**src/rtl/pattern_loader_pkg.sv**
```systemverilog
// -----------------------------------------------------------------------------
// pattern_loader_pkg
// Shared board geometry, word/position types and the start-pattern enum used
// by the pattern loader and its ROM.
//   pos_t     : cell coordinate wide enough for either board axis
//   addr_t    : board word address
//   data_t    : one board word (DATA_W cells, bit 0 = leftmost cell)
//   pattern_t : start pattern select (PAT_RANDOM only meaningful when the
//               loader is built with LOADER_RANDOM_EN)
// -----------------------------------------------------------------------------
package pattern_loader_pkg;

    localparam int BOARD_W = 512;
    localparam int BOARD_H = 512;
    localparam int DATA_W  = 32;
    localparam int ADDR_W  = $clog2(BOARD_W * BOARD_H / DATA_W);
    localparam int POS_W   = ($clog2(BOARD_W) > $clog2(BOARD_H)) ?
                             $clog2(BOARD_W) : $clog2(BOARD_H);

    // Height of the stamp window in rows.
    localparam int STAMP_H = 8;

    typedef logic [POS_W-1:0]  pos_t;
    typedef logic [ADDR_W-1:0] addr_t;
    typedef logic [DATA_W-1:0] data_t;

    typedef enum logic [1:0] {
        PAT_CLEAR   = 2'd0,
        PAT_GLIDER  = 2'd1,
        PAT_BLINKER = 2'd2,
        PAT_RANDOM  = 2'd3
    } pattern_t;

endpackage

```
**src/rtl/pattern_loader_rom.sv**
```systemverilog
// -----------------------------------------------------------------------------
// pattern_rom
// Combinational 4 x 8 x 8 stamp lookup. Bit k of the returned row is the cell
// k columns to the right of the stamp origin.
//   pattern_i : pattern select
//   row_i     : stamp row 0..7
//   bits_o    : 8-bit stamp row
// PAT_CLEAR and PAT_RANDOM both return zero; random data is not produced here.
// -----------------------------------------------------------------------------
module pattern_rom
    import pattern_loader_pkg::*;
(
    input  pattern_t   pattern_i,
    input  logic [2:0] row_i,
    output logic [7:0] bits_o
);

    always_comb begin
        bits_o = 8'h00;
        case (pattern_i)
            PAT_GLIDER: begin
                case (row_i)
                    3'd0:    bits_o = 8'h02;
                    3'd1:    bits_o = 8'h04;
                    3'd2:    bits_o = 8'h07;
                    default: bits_o = 8'h00;
                endcase
            end
            PAT_BLINKER: begin
                case (row_i)
                    3'd1:    bits_o = 8'h07;
                    default: bits_o = 8'h00;
                endcase
            end
            default: bits_o = 8'h00;
        endcase
    end

endmodule

```
**src/rtl/pattern_loader.sv**
```systemverilog
// -----------------------------------------------------------------------------
// pattern_loader
// Streams a start pattern into the logic write port of the board double
// buffer. Every board word is written exactly once per run, in increasing
// address order: an 8x8 stamp lands at the latched origin, all other words
// are zero.
//
// Ports
//   clk_in       : system clock
//   rst_in       : synchronous active-high reset
//   start_in     : one-cycle load request (ignored while busy_out is high)
//   pattern_in   : pattern select, sampled with start_in
//   origin_x_in  : stamp column (bits [2:0] ignored -> byte aligned)
//   origin_y_in  : stamp row
//   addr_w_out   : write word address
//   data_out     : write data
//   wr_en_out    : write strobe
//   busy_out     : high from start acceptance through the done cycle
//   done_out     : one-cycle completion pulse
//
// Build option
//   LOADER_RANDOM_EN : pattern 3 fills the board from a 32-bit Galois LFSR
//                      (taps 32,22,2,1), seeded only by reset. Without it,
//                      pattern 3 is identical to clear.
//
// Timing: start sampled in cycle 0 -> busy from cycle 1, writes in cycles
// 2..N+1, done_out in cycle N+2.
// -----------------------------------------------------------------------------
module pattern_loader #(
    parameter int BOARD_W = pattern_loader_pkg::BOARD_W,
    parameter int BOARD_H = pattern_loader_pkg::BOARD_H,
    parameter int DATA_W  = pattern_loader_pkg::DATA_W,
    parameter int ADDR_W  = pattern_loader_pkg::ADDR_W
) (
    input  logic                     clk_in,
    input  logic                     rst_in,
    input  logic                     start_in,
    input  logic [1:0]               pattern_in,
    input  pattern_loader_pkg::pos_t origin_x_in,
    input  pattern_loader_pkg::pos_t origin_y_in,
    output logic [ADDR_W-1:0]        addr_w_out,
    output logic [DATA_W-1:0]        data_out,
    output logic                     wr_en_out,
    output logic                     busy_out,
    output logic                     done_out
);

    import pattern_loader_pkg::*;

    localparam int N_WORDS = BOARD_W * BOARD_H / DATA_W;
    localparam int X_W     = $clog2(BOARD_W);
    localparam int Y_W     = $clog2(BOARD_H);
    localparam int DW_W    = $clog2(DATA_W);
    localparam int COL_W   = X_W - DW_W;

    localparam logic [ADDR_W-1:0] LAST_ADDR  = ADDR_W'(N_WORDS - 1);
    localparam logic [X_W-1:0]    ALIGN_MASK = ~X_W'(7);

    typedef enum logic [1:0] {
        S_IDLE  = 2'd0,
        S_RUN   = 2'd1,
        S_DRAIN = 2'd2,
        S_DONE  = 2'd3
    } state_t;

    state_t             state_q;
    logic               busy_q;
    logic               done_q;
    logic [ADDR_W-1:0]  cnt_q;
    pattern_t           pat_q;
    logic [X_W-1:0]     ox_q;
    logic [Y_W-1:0]     oy_q;

    // Control FSM with the word counter and latched run configuration.
    always_ff @(posedge clk_in) begin
        if (rst_in) begin
            state_q <= S_IDLE;
            busy_q  <= 1'b0;
            done_q  <= 1'b0;
            cnt_q   <= '0;
            pat_q   <= PAT_CLEAR;
            ox_q    <= '0;
            oy_q    <= '0;
        end else begin
            done_q <= 1'b0;
            case (state_q)
                S_IDLE: begin
                    if (start_in) begin
                        pat_q   <= pattern_t'(pattern_in);
                        ox_q    <= origin_x_in[X_W-1:0] & ALIGN_MASK;
                        oy_q    <= origin_y_in[Y_W-1:0];
                        cnt_q   <= '0;
                        busy_q  <= 1'b1;
                        state_q <= S_RUN;
                    end
                end
                S_RUN: begin
                    cnt_q <= cnt_q + ADDR_W'(1);
                    if (cnt_q == LAST_ADDR) begin
                        state_q <= S_DRAIN;
                    end
                end
                S_DRAIN: begin
                    done_q  <= 1'b1;
                    state_q <= S_DONE;
                end
                S_DONE: begin
                    busy_q  <= 1'b0;
                    state_q <= S_IDLE;
                end
                default: state_q <= S_IDLE;
            endcase
        end
    end

    logic issue;
    assign issue = (state_q == S_RUN);

    // ---- stage 1: split counter into row/column, vertical offset, ROM read
    logic [Y_W-1:0]   row_y_d;
    logic [COL_W-1:0] col_d;
    logic [Y_W-1:0]   dy_d;
    logic [7:0]       rom_row_d;

    assign row_y_d = cnt_q[ADDR_W-1:COL_W];
    assign col_d   = cnt_q[COL_W-1:0];
    // Natural Y_W-bit wrap gives the modulo-BOARD_H distance from the origin.
    assign dy_d    = row_y_d - oy_q;

    pattern_rom u_rom (
        .pattern_i (pat_q),
        .row_i     (dy_d[2:0]),
        .bits_o    (rom_row_d)
    );

    logic               vld_p1;
    logic [ADDR_W-1:0]  addr_p1;
    logic [Y_W-1:0]     dy_p1;
    logic [COL_W-1:0]   col_p1;
    logic [7:0]         row_p1;

    always_ff @(posedge clk_in) begin
        if (rst_in) begin
            vld_p1 <= 1'b0;
        end else begin
            vld_p1 <= issue;
        end
    end

    always_ff @(posedge clk_in) begin
        addr_p1 <= cnt_q;
        dy_p1   <= dy_d;
        col_p1  <= col_d;
        row_p1  <= rom_row_d;
    end

`ifdef LOADER_RANDOM_EN
    localparam logic [31:0] LFSR_SEED = 32'hACE1_0001;

    // Right-shifting Galois LFSR, taps 32,22,2,1.
    function automatic logic [31:0] lfsr_step(input logic [31:0] s);
        lfsr_step = s[0] ? ((s >> 1) ^ 32'h8020_0003) : (s >> 1);
    endfunction

    logic [31:0] lfsr_q;
    logic [31:0] lfsr_next_d;
    logic [31:0] rnd_p1;

    assign lfsr_next_d = lfsr_step(lfsr_q);

    // Advances once per issued word of a random run; only reset reseeds it,
    // so consecutive random runs produce different boards.
    always_ff @(posedge clk_in) begin
        if (rst_in) begin
            lfsr_q <= LFSR_SEED;
        end else if (issue && (pat_q == PAT_RANDOM)) begin
            lfsr_q <= lfsr_next_d;
        end
    end

    always_ff @(posedge clk_in) begin
        rnd_p1 <= lfsr_next_d;
    end
`endif

    // ---- stage 2: stamp hit test and write port drive
    logic              stamp_hit;
    logic [DATA_W-1:0] stamp_word;

    assign stamp_hit  = (dy_p1 < Y_W'(STAMP_H)) &&
                        (col_p1 == ox_q[X_W-1:DW_W]);
    // Byte alignment keeps the 8-bit row inside a single word.
    assign stamp_word = DATA_W'(row_p1) << ox_q[DW_W-1:0];

    always_comb begin
        wr_en_out  = vld_p1;
        addr_w_out = '0;
        data_out   = '0;
        if (vld_p1) begin
            addr_w_out = addr_p1;
            if (stamp_hit) begin
                data_out = stamp_word;
            end
`ifdef LOADER_RANDOM_EN
            if (pat_q == PAT_RANDOM) begin
                data_out = DATA_W'(rnd_p1);
            end
`endif
        end
    end

    assign busy_out = busy_q;
    assign done_out = done_q;

endmodule

```
**config.mk**
```make
export PLATFORM = sky130hd
export DESIGN_NAME = pattern_loader
export DESIGN_NICKNAME = d
export VERILOG_FILES = /design/src/rtl/pattern_loader_pkg.sv /design/src/rtl/pattern_loader_rom.sv /design/src/rtl/pattern_loader.sv
export SDC_FILE = /design/constraint.sdc
export NUM_CORES = 1
export LEC_CHECK = 0
export ABC_CLOCK_PERIOD_IN_PS = 6500
export CORE_ASPECT_RATIO = 0.6
export CORE_MARGIN = 3
export CORE_UTILIZATION = 52
export DETAILED_ROUTE_END_ITERATION = 7
export GPL_TIMING_DRIVEN = 0
export PLACE_DENSITY = 0.95
export SLEW_MARGIN = 30
export SYNTH_ARGS = -nofsm -noshare
export SYNTH_HDL_FRONTEND = slang
export SYNTH_SLANG_ARGS = --single-unit
```
**constraint.sdc**
```tcl
create_clock -name clk_in -period 6.5 [get_ports clk_in]
set_clock_uncertainty 0.05 [all_clocks]
set_input_delay 1.95 -clock clk_in [delete_from_list [all_inputs] [get_ports clk_in]]
set_output_delay 1.95 -clock clk_in [all_outputs]
set_load 0.05 [all_outputs]
```
-- Word-level counts from Yosys, hierarchy flattened
Index checks and enable logic that the tools add are counted.
W data, S select, Z words.
- word-level logic and storage cells: 50
- register bits after elaboration: 69
- output and inout bits: 48
- input port bits: 23
- muxes and demuxes: 14
- shift operators: 1
- $add $sub $neg: 2
- eq/ne operators: 11
- order comparisons: 1
- reductions and logical operators: 9
- operators by type and width (cell ; count):
    $mux W32 ; 2
    $shl A8 B5 Y32 ; 1
    $mux W13 ; 2
    $pmux W13 S2 ; 1
    $pmux W8 S2 ; 1
    $add A13 B1 Y13 const B ; 1
    $eq A13 B13 Y1 const B ; 1
    $lt A9 B4 Y1 const B ; 1
    $pmux W3 S3 ; 1
    $sub A9 B9 Y9 ; 1
    $pmux W2 S4 ; 1
    $reduce_and A2 Y1 ; 4
    $eq A2 B2 Y1 const B ; 3
    $eq A2 B1 Y1 const B ; 2
    $eq A4 B4 Y1 ; 1
    $mux W2 ; 2
    $reduce_bool A2 Y1 ; 2
    $eq A3 B1 Y1 const B ; 1
    $eq A3 B2 Y1 const B ; 1
    $logic_not A3 Y1 ; 1
    $mux W3 ; 1
    $logic_not A2 Y1 ; 1
    $mux W1 ; 2
    $ne A2 B1 Y1 const B ; 1
    other kinds (3) ; 3

-- Logic depth before layout (Yosys ltp)
Gate-level depths: netlist of run 1.
- word-level depth: 4
- gate-level depth with buffers: 9
- gate-level depth less buffers: 9

-- Cells and area by module
A second synthesis of run 1 with hierarchy kept.
- cell total of the unflattened synthesis: 336
- area, all modules: 2820.2 µm²
- modules (own cells, without submodules) (module ; cells an instance ; instances ; seq. area each (µm²) ; area an instance (µm²)):
    pattern_loader ; 317 ; 1 ; 1241.2 ; 2677.6
    pattern_rom ; 19 ; 1 ; 0.0 ; 142.6

-- Least setup slack after synthesis of run 1
No wires, ideal clock.
- kind: reg2out
- start point: register vld_p1, in the netlist wr_en_out
- end point: output port data_out[2]
- cell stages (with the launch flop): 5
- arrival time: 2.265 ns
- required time: 4.500 ns
- path slack: 2.235 ns
- path through: dfxtp_1 > nor4b_1 > and3_1 > nand2_1 > nor3_1
- word-level cells in the longest chain between the ends: 1
- RTL lines (item ; RTL line ; text):
    start: declaration ; pattern_loader.sv:136 ; logic vld_p1;
    start signal: assignment ; pattern_loader.sv:146 ; vld_p1 <= issue;
    $mux W32 ; pattern_loader.sv:199 ; if (vld_p1) begin
    end: declaration ; pattern_loader.sv:42 ; output logic [DATA_W-1:0] data_out,
Every way passes these cells.

-- Worst setup path in the final report of run 1
- start point: register ox_q[7]
- end point: output port data_out[0]
- word-level cells in the longest chain between the ends: 4
- RTL lines (item ; RTL line ; text):
    start: declaration ; pattern_loader.sv:71 ; logic [X_W-1:0] ox_q;
    start signal: assignment ; pattern_loader.sv:90 ; ox_q <= origin_x_in[X_W-1:0] & ALIGN_MASK;
    $eq A4 B4 Y1 ; pattern_loader.sv:191 ; (col_p1 == ox_q[X_W-1:DW_W]);
    $logic_and A1 B1 Y1 ; pattern_loader.sv:190 ; assign stamp_hit = (dy_p1 < Y_W'(STAMP_H)) &&
    $mux W32 ; pattern_loader.sv:201 ; if (stamp_hit) begin
    $mux W32 ; pattern_loader.sv:199 ;
Every way passes these cells.

==> results of run 1 <==
## kinds of logic after synthesis
group           after synthesis  synth area share (%)
compound gates               44                  9.70
xor+xnor                     18                  5.93
mux                           4                  1.55
simple gates                132                  23.1
other cells                   1                 0.141
flops                        57                  42.9
fa+ha+maj                    16                  7.82
buf+inv                      42                  8.80
## metrics by stage
| step | worst slack, ps | cell area (um2) | total power, mW | hold WS (ps) |
|---|---|---|---|---|
| 2_1_floorplan | 2240 | 2730 | 0.714 | 317 |
| 3_5_place_dp | 2330 | 3270 | 0.807 | 336 |
| 4_1_cts | 1920 | 3510 | 1.22 | 348 |
| 6_report | 1910 | 3510 | 1.22 | 345 |
| 5_1_grt | 1790 | 3510 | 1.28 | 358 |
| 3_3_place_gp | 2380 | 3270 | 0.787 | 327 |
## worst min-delay path by stage
| stage | slack, ps | cells after the start | from | endpoint |
|---|---|---|---|---|
| after floorplan | 320 | 0 | cnt_q[1]$_SDFFE_PP0P_ | col_p1[1]$_DFF_P_ |
| after global routing | 360 | 0 | cnt_q[3]$_SDFFE_PP0P_ | addr_p1[3]$_DFF_P_ |
| final | 340 | 0 | cnt_q[1]$_SDFFE_PP0P_ | col_p1[1]$_DFF_P_ |
| after global placement | 330 | 0 | cnt_q[1]$_SDFFE_PP0P_ | col_p1[1]$_DFF_P_ |
| after detailed placement | 340 | 0 | cnt_q[1]$_SDFFE_PP0P_ | col_p1[1]$_DFF_P_ |
| after CTS | 350 | 0 | cnt_q[1]$_SDFFE_PP0P_ | col_p1[1]$_DFF_P_ |
## power by group
group / switching [mW] / total [mW] / internal [mW] / leakage [nW]
logic: 0.227 / 0.365 / 0.138 / 0.855
clock network: 0.141 / 0.405 / 0.264 / 0.120
registers: 0.0392 / 0.448 / 0.409 / 0.465
total: 0.407 / 1.22 / 0.811 / 1.44
## area by class of cell
class                      count  area (um2)
clock inverter                 5         103
sequential                    57        1140
buffer                        28         181
timing repair buffer          46         460
multi-input combinational    234        1350
tap                           63        78.8
clock buffer                  11         141
inverter                      14        52.6
fill                         335        1240
## layer usage
layer | global-route usage (%) | routed length, um
met5 | 0 | 0
met4 | 8.17 | 71
met3 | 9.95 | 506
met2 | 36.5 | 3050
met1 | 28.6 | 2870
## state kept, by name (all words and copies together), names as in the netlist, 2 cells and up
name and cells:
pat_q 2, state_q 2, row_p1 3, ox_q 6
addr_p1 10, oy_q 9, cnt_q 13, col_p1 3
dy_p1 6
## placed cells by master, fill, tap and decap left out, drive strengths merged, types with 2 or more instances in the layout
master | Yosys | final
dfxtp | 57 | 57
nand2 | 51 | 51
clkdlybuf4s50 | 0 | 46
nor2 | 30 | 30
a21oi | 27 | 27
buf | 21 | 21
conb | 1 | 20
clkbuf | 7 | 18
and2 | 15 | 15
ha | 15 | 15
inv | 14 | 14
xnor2 | 10 | 10
nand3 | 8 | 8
xor2 | 8 | 8
nor3 | 6 | 6
nand2b | 4 | 4
o21ai | 4 | 4
and3 | 4 | 4
nor2b | 4 | 4
nor4 | 3 | 3
mux2i | 3 | 3
or3 | 3 | 3
bufinv | 0 | 3
a21o | 2 | 2
o21bai | 2 | 2
a211oi | 2 | 2
a22oi | 2 | 2
or4 | 2 | 2
==> summary.txt, run 1 <==
Run status
  – Status: complete, no violations

Layout
  – Core Util, Final: about three quarters
  – Fin cells: 458
  – Diodes inserted: 0
  – Share of layout cells above drive strength 1: under 10%
  – Final nets: approximately 430
  – Area grow syn2layout: 32.2%

Yosys
  – Yosys warning count: 0
  – Async S/R FF share, synth: 0%
  – Mapped Area: 2660 um2
  – Top FF cell, synth: dfxtp_1
  – Synth top area share: a little over two fifths
  – Top post-synthesis cells by area: dfxtp_1 43%, nand2_1 7.2%, ha_1 7.1%
  – Post-synth top area cell: dfxtp_1
  – Cells after Synth: 314
  – Post-synth cell types: 37
  – Post-synthesis sequential area ratio: 42.9%
  – Avg Cell Area, Syn: 8.46 um2
  – EDFF count, synth: 0
  – Synth cell count leaders: 57 x dfxtp_1, 51 x nand2_1, 30 x nor2_1, 27 x a21oi_1, 20 x buf_4
  – #FFs+latches synth: 57
  – Most common cell in the netlist: dfxtp_1

Setup path
  – CP arrival: 2590 ps
  – Startpoint Class: flop
  – Crit Path Max Fanout: 4
  – Worst R2R Path Depth: 9
  – CP required: 4500 ps
  – Cells along the critical path: xor2_1 > nor4_1 > and3_1 > nand2_1 > nor3_1 > clkdlybuf4s50_1
  – Crit path kind: flop to output pin
  – Worst Setup SP: ox_q[7]$_SDFFE_PP0P_
  – CP top delay family: simple AND/OR/NAND/NOR gates
  – CP Depth: 6
  – Worst Setup EP: data_out[0]
  – CP bufs+invs: 1
  – Worst path slowest cell: clkdlybuf4s50_1
  – Reg-to-Reg End: dy_p1[8]$_DFF_P_
  – Reg2Reg Setup Slack: ~3800 ps
  – Worst r2r src: cnt_q[4]$_SDFFE_PP0P_
  – CP max stage delay: 830 ps
  – Crit. End Element: output pin

Floorplan
  – Initial Util: 55.9%
  – Die width: around 98 um
  – Die area: about 6000 um2
  – Die Y-Extent: 61.4 um
  – Io pins: 71
  – Core Area: roughly 4800 um2
  – Core Rows: 19

Route
  – DRT iter0 DRCs: just over 70
  – Drt first pass iters: 4
  – Wirelength per Cell: between 10 and 15 um
  – Vias/cell: around 5
  – Final wirelength: between 6000 and 7000 um
  – Vias: 2312
  – ANT nets after route: 0
  – DRC viols: 0

Place
  – Gpl congestion: between 0.8 and 0.9
  – PortBufs: 46
  – Detailed placer's ending HPWL: between 4000 and 5000 um
  – # placed instances: 442

Global route
  – Remaining global-route overflow: 0
  – Total track usage: 23.0%
  – Initial antenna violation count: 0
  – Vias in the first global route: approximately 2300
  – Largest net degree at the start of global routing: 11
  – First-pass GRT wire length: 10600 um

STA
  – Min cycle time layout: 4590 ps
  – Normalized max-slew margin: 41.9%
  – Fin crit share: between 70% and 80%
  – Total negative slack: 0 ps
  – Final Setup Violations: 0
  – RSZ-0062 raised after global routing: false
  – Final Hold Fails: 0
  – Final Slew Violations: 0
  – Slew @ Worst Pin: 847 ps
  – Max Clk Rate: 218 MHz

Power
  – PD cells: 347 nW/um2
  – VDD IR max: approximately 0.00022 V
  – P_leak: between 1 and 1.5 nW

Clocking
  – CTS max path bufs: 2
  – Clock slew seen by the registers of the worst setup and hold paths: 60 ps
  – H-tree levels: 3
  – Worst skew pair latency: about 340 ps
  – CTS root buf: clkbuf_8
  – Post-CTS resize count: 0
  – CTS Buf Count: 9
  – CTS Sinks: 57
  – CTS tree: done
  – Post-CTS setup buffer count: 0
  – Hold_buf cts: 0

Run
  – MaxCap Viol Count: 0

Worst hold path
  – Hold Path Class: flop to flop
(Power assumes the default switching activity.)
==> inputs of run 2 (changes only) <==
Settings changed: ABC_CLOCK_PERIOD_IN_PS 6500 to 4660, CORE_UTILIZATION 52 to 48, PLACE_DENSITY 0.95 to 0.9.
Clock period 6.5 ns to 4.66 ns, I/O delays scaled along.
==> summary.txt, run 2 (synthesis results as in run 1) <==
STA
  – Slew @ Worst Pin: ~860 ps
  – Final Setup Violations: 0
  – Fin crit share: 86.6%
  – Total negative slack: 0 ps
  – Final Hold Fails: 0
  – Min cycle time layout: around 4000 ps
  – Max Clk Rate: 248 MHz
  – PnR worst setup slack: roughly 620 ps
  – Worst Hold Margin: 346 ps
  – Normalized max-slew margin: between 40% and 50%
  – RSZ-0062 raised after global routing: false
  – Final Slew Violations: 0

Setup path
  – Cells along the critical path: xor2_1 > nor4_1 > and3_1 > nand2_1 > nor2_1 > clkdlybuf4s50_1
  – Crit Path Max Fanout: 4
  – CP max stage delay: 830 ps
  – Crit path kind: flop to output pin
  – Crit. End Element: output pin
  – CP bufs+invs: 1
  – CP top delay family: simple AND/OR/NAND/NOR gates
  – Reg2Reg Setup Slack: approximately 2000 ps
  – Worst path slowest cell: clkdlybuf4s50_1
  – CP required: 3210 ps
  – CP arrival: 2590 ps
  – Startpoint Class: flop

Layout
  – Final nets: around 430
  – Max reg flops: 13
  – Area grow syn2layout: 30.5%
  – Most common cell after layout, fill and taps aside: dfxtp_1
  – Diodes inserted: 0
  – Fillers: 428
  – Post-route cell area: 3470 um2
  – Fin cells: between 400 and 500
  – Share of layout cells above drive strength 1: a little under a tenth
  – Biggest register: cnt_q
  – Top flop regs: cnt_q: 13 flops, addr_p1: 10 flops, oy_q: 9 flops
  – Most frequent cells in the layout: 57 x dfxtp_1, 51 x nand2_1, 46 x clkdlybuf4s50_1
  – Core Util, Final: 66.6%

Route
  – DRC viols: 0
  – ANT nets after route: 0
  – Final wirelength: 6260 um
  – Wirelength per Cell: roughly 14 um
  – Vias/cell: 4.90
  – Drt first pass iters: 4
  – DRT iter0 DRCs: 130
  – Vias: roughly 2300

Run
  – MaxCap Viol Count: 0

Clocking
  – CTS Sinks: 57
  – Post-CTS setup buffer count: 0
  – CTS root buf: clkbuf_8
  – Post-CTS resize count: 0
  – Clock slew seen by the registers of the worst setup and hold paths: 60 ps
  – CTS tree: done
  – Worst skew pair latency: roughly 340 ps
  – CTS Buf Count: 9
  – Hold_buf cts: 0
  – H-tree levels: 3
  – CTS max path bufs: 2

Power
  – PD cells: around 460 nW/um2
  – Tot Pwr: 1.59 mW
  – VDD IR max: ~0.00034 V
  – P_leak: 1.42 nW

Worst hold path
  – Hold Path Class: flop to flop

Place
  – Placed cell areas: 3270 um2
  – PortBufs: 46
  – Pre-CTS WS: 1060 ps
  – Gpl congestion: 0.848
  – # placed instances: roughly 450
  – Detailed placer's ending HPWL: 4790 um

Global route
  – Initial antenna violation count: 0
  – Total track usage: 20.4%
  – Largest net degree at the start of global routing: 11
  – First-pass GRT wire length: 10200 um
  – Vias in the first global route: 2181
  – Remaining global-route overflow: 0

Run status
  – Status: complete, no violations

Floorplan
  – Die Y-Extent: 63.6 um
  – Core Rows: 20
  – Initial Util: 51.1%
  – Die width: 102 um
  – Die area: 6490 um2
  – Io pins: 71
  – Core Area: 5200 um2
-- run 2: cell count changes in the layout (fill, tap and decap cells not counted), sizes merged --
| cell | delta |
|---|---|
| clkbuf | +1 |
| clkinv | +1 |
| bufinv | -2 |
| clkinvlp | -1 |
-- run 2: layout make-up --
class                      count  area, um2  area share (%)
timing repair buffer          46        460            13.3
clock inverter                 3       40.0            1.15
inverter                      14       52.6            1.52
tap                           66       82.6            2.38
sequential                    57       1140            32.9
clock buffer                  12        155            4.47
multi-input combinational    234       1350            39.0
buffer                        28        181            5.23
-- run 2: final timing paths --
path	from	endpoint	depth (start not counted)
worst max register to register	cnt_q[4]$_SDFFE_PP0P_	dy_p1[8]$_DFF_P_	9
worst max-delay path	ox_q[6]$_SDFFE_PP0P_	data_out[16]	6
worst min-delay path	cnt_q[1]$_SDFFE_PP0P_	col_p1[1]$_DFF_P_	0
worst min register to register	cnt_q[1]$_SDFFE_PP0P_	col_p1[1]$_DFF_P_	0
-- run 2: report_power, final --
part	total [mW]	internal, mW	switching (mW)
combinational	0.507	0.192	0.316
sequential	0.623	0.570	0.0524
clock	0.457	0.271	0.186
-- run 2: layer usage --
metal | wire length (um) | share of wire [%] | global-route usage, % | vias up
met5 | 0 | 0 | 0 | -
met4 | 65 | 1.0 | 7.20 | 0
met3 | 448 | 7.2 | 7.74 | 8
met2 | 2890 | 46 | 31.0 | 74
met1 | 2860 | 46 | 26.2 | 1025
li1 | - | - | - | 1147
-- run 2: worst register-to-register path: cells and delay by family, from the launching register on --
kind            cells  cell delay (ps)
compound gates      4             1270
fa+ha+maj           2              580
flops               1              350
buf+inv             2              160
xor+xnor            1              100
==> inputs of run 3 (changes only) <==
Settings changed: PLACE_DENSITY 0.9 to 0.79.
==> summary.txt, run 3 (synthesis results as in run 1) <==
Layout
  – Final nets: 429
  – Top flop regs: cnt_q: 13 flops, addr_p1: 10 flops, oy_q: 9 flops
  – Area grow syn2layout: 31.0%
  – Most common cell after layout, fill and taps aside: dfxtp_1
  – Fin cells: 461
  – Diodes inserted: 0
  – Fillers: 446
  – Max reg flops: 13
  – Share of layout cells above drive strength 1: 9.62%
  – Most frequent cells in the layout: 57 x dfxtp_1, 51 x nand2_1, 46 x clkdlybuf4s50_1
  – Biggest register: cnt_q

STA
  – Total negative slack: 0 ps
  – Fin crit share: between 80% and 90%
  – Slew @ Worst Pin: 774 ps
  – Final Setup Violations: 0
  – Final Hold Fails: 0
  – Final Slew Violations: 0
  – Max Clk Rate: 253 MHz
  – Min cycle time layout: just under 4000 ps
  – Normalized max-slew margin: 46.9%
  – RSZ-0062 raised after global routing: false

Floorplan
  – Core Area: 5200 um2
  – Die width: just over 100 um
  – Io pins: just over 70
  – Core Rows: 20
  – Initial Util: 51.1%
  – Die area: 6490 um2
  – Die Y-Extent: 63.6 um

Place
  – # placed instances: between 400 and 500
  – PortBufs: 46
  – Gpl congestion: 0.818
  – Detailed placer's ending HPWL: 4460 um

Clocking
  – Hold_buf cts: 0
  – Post-CTS setup buffer count: 0
  – CTS max path bufs: 2
  – Worst skew pair latency: 330 ps
  – H-tree levels: 3
  – CTS Buf Count: 9
  – CTS Sinks: 57
  – CTS tree: done
  – Post-CTS resize count: 0
  – CTS root buf: clkbuf_8
  – Clock slew seen by the registers of the worst setup and hold paths: 60 ps

Power
  – Power share of the clock group: between 30% and 40%
  – PD cells: around 460 nW/um2
  – P_leak: ~1.4 nW
  – VDD IR max: roughly 0.00028 V
  – Reg power frac: 38.6%
  – Power Internal: around 1.1 mW
  – Sw Ratio: approximately 34%
  – Switching Power: between 500 and 600 uW
  – Combinational share of power: 30.9%
  – Tot Pwr: 1.61 mW

Setup path
  – Crit. End Element: output pin
  – Startpoint Class: flop
  – Worst Setup SP: ox_q[7]$_SDFFE_PP0P_
  – Crit path kind: flop to output pin
  – Reg2Reg Setup Slack: 2060 ps
  – Worst r2r src: cnt_q[4]$_SDFFE_PP0P_
  – CP arrival: around 2500 ps
  – Crit Path Max Fanout: 4
  – CP required: around 3200 ps

Route
  – ANT nets after route: 0
  – Vias: between 2000 and 2500
  – DRT iter0 DRCs: 67
  – Wirelength per Cell: 12.7 um
  – Final wirelength: a little under 6000 um
  – DRC viols: 0
  – Drt first pass iters: 5
  – Vias/cell: 4.83

Global route
  – Largest net degree at the start of global routing: 11
  – First-pass GRT wire length: ~9600 um
  – Initial antenna violation count: 0
  – Remaining global-route overflow: 0
  – Vias in the first global route: 1970
  – Total track usage: 19.5%

Worst hold path
  – Hold_sp: cnt_q[1]$_SDFFE_PP0P_
  – Hold Path Class: flop to flop

Run status
  – Status: complete, no violations

Run
  – MaxCap Viol Count: 0
[run 3: final cells by class]
cell class              instances  area [um2]  share of cell area, %
multi-input cells             234        1350                   38.9
flip-flops and latches         57        1140                   32.8
repair buffers                 46         460                   13.2
plain buffers                  28         181                   5.21
clock buffers                  10         128                   3.67
clock inverters                 6        82.6                   2.37
well taps                      66        82.6                   2.37
inverters                      14        52.6                   1.51
[run 3: final timing paths]
| check | cells after the start | to |
|---|---|---|
| setup reg to reg | 9 | dy_p1[8]$_DFF_P_ |
| hold reg to reg | 0 | col_p1[1]$_DFF_P_ |
| hold / removal | 0 | col_p1[1]$_DFF_P_ |
| setup / recovery | 6 | data_out[0] |
[run 3: critical path, stage by stage (launching register included)]
cell and delay, ps:
dfxtp_1 320, xor2_1 160, nor4_1 300, and3_1 250, nand2_1 140, nor3_1 170, clkdlybuf4s50_1 830
[run 3: per-layer routing]
| metal | GRT usage (%) | part of all wire [%] |
|---|---|---|
| met5 | 0 | 0 |
| met4 | 6.38 | 1.3 |
| met3 | 5.97 | 5.7 |
| met2 | 27.7 | 44 |
| met1 | 27.9 | 49 |
[run 3: power by group through the flow]
| stage | sequential, mW | clock (mW) | combinational [mW] |
|---|---|---|---|
| global placement | 0.628 | 0 | 0.478 |
| floorplan | 0.642 | 0 | 0.354 |
| global route | 0.631 | 0.523 | 0.560 |
| detailed placement | 0.630 | 0 | 0.492 |
| CTS | 0.620 | 0.502 | 0.497 |
| finish | 0.620 | 0.491 | 0.496 |
[run 3: stage by stage]
step / hold slack [ps] / utilization, % / area (um2) / worst slack [ps]
after floorplan: 317 / - / 2730 / 947
after global placement: 331 / 62.9 / 3270 / 1080
after CTS: 343 / 66.9 / 3480 / 677
after global routing: 352 / 66.9 / 3480 / 561
final: 346 / 66.9 / 3480 / 715
after detailed placement: 329 / 62.9 / 3270 / 1060
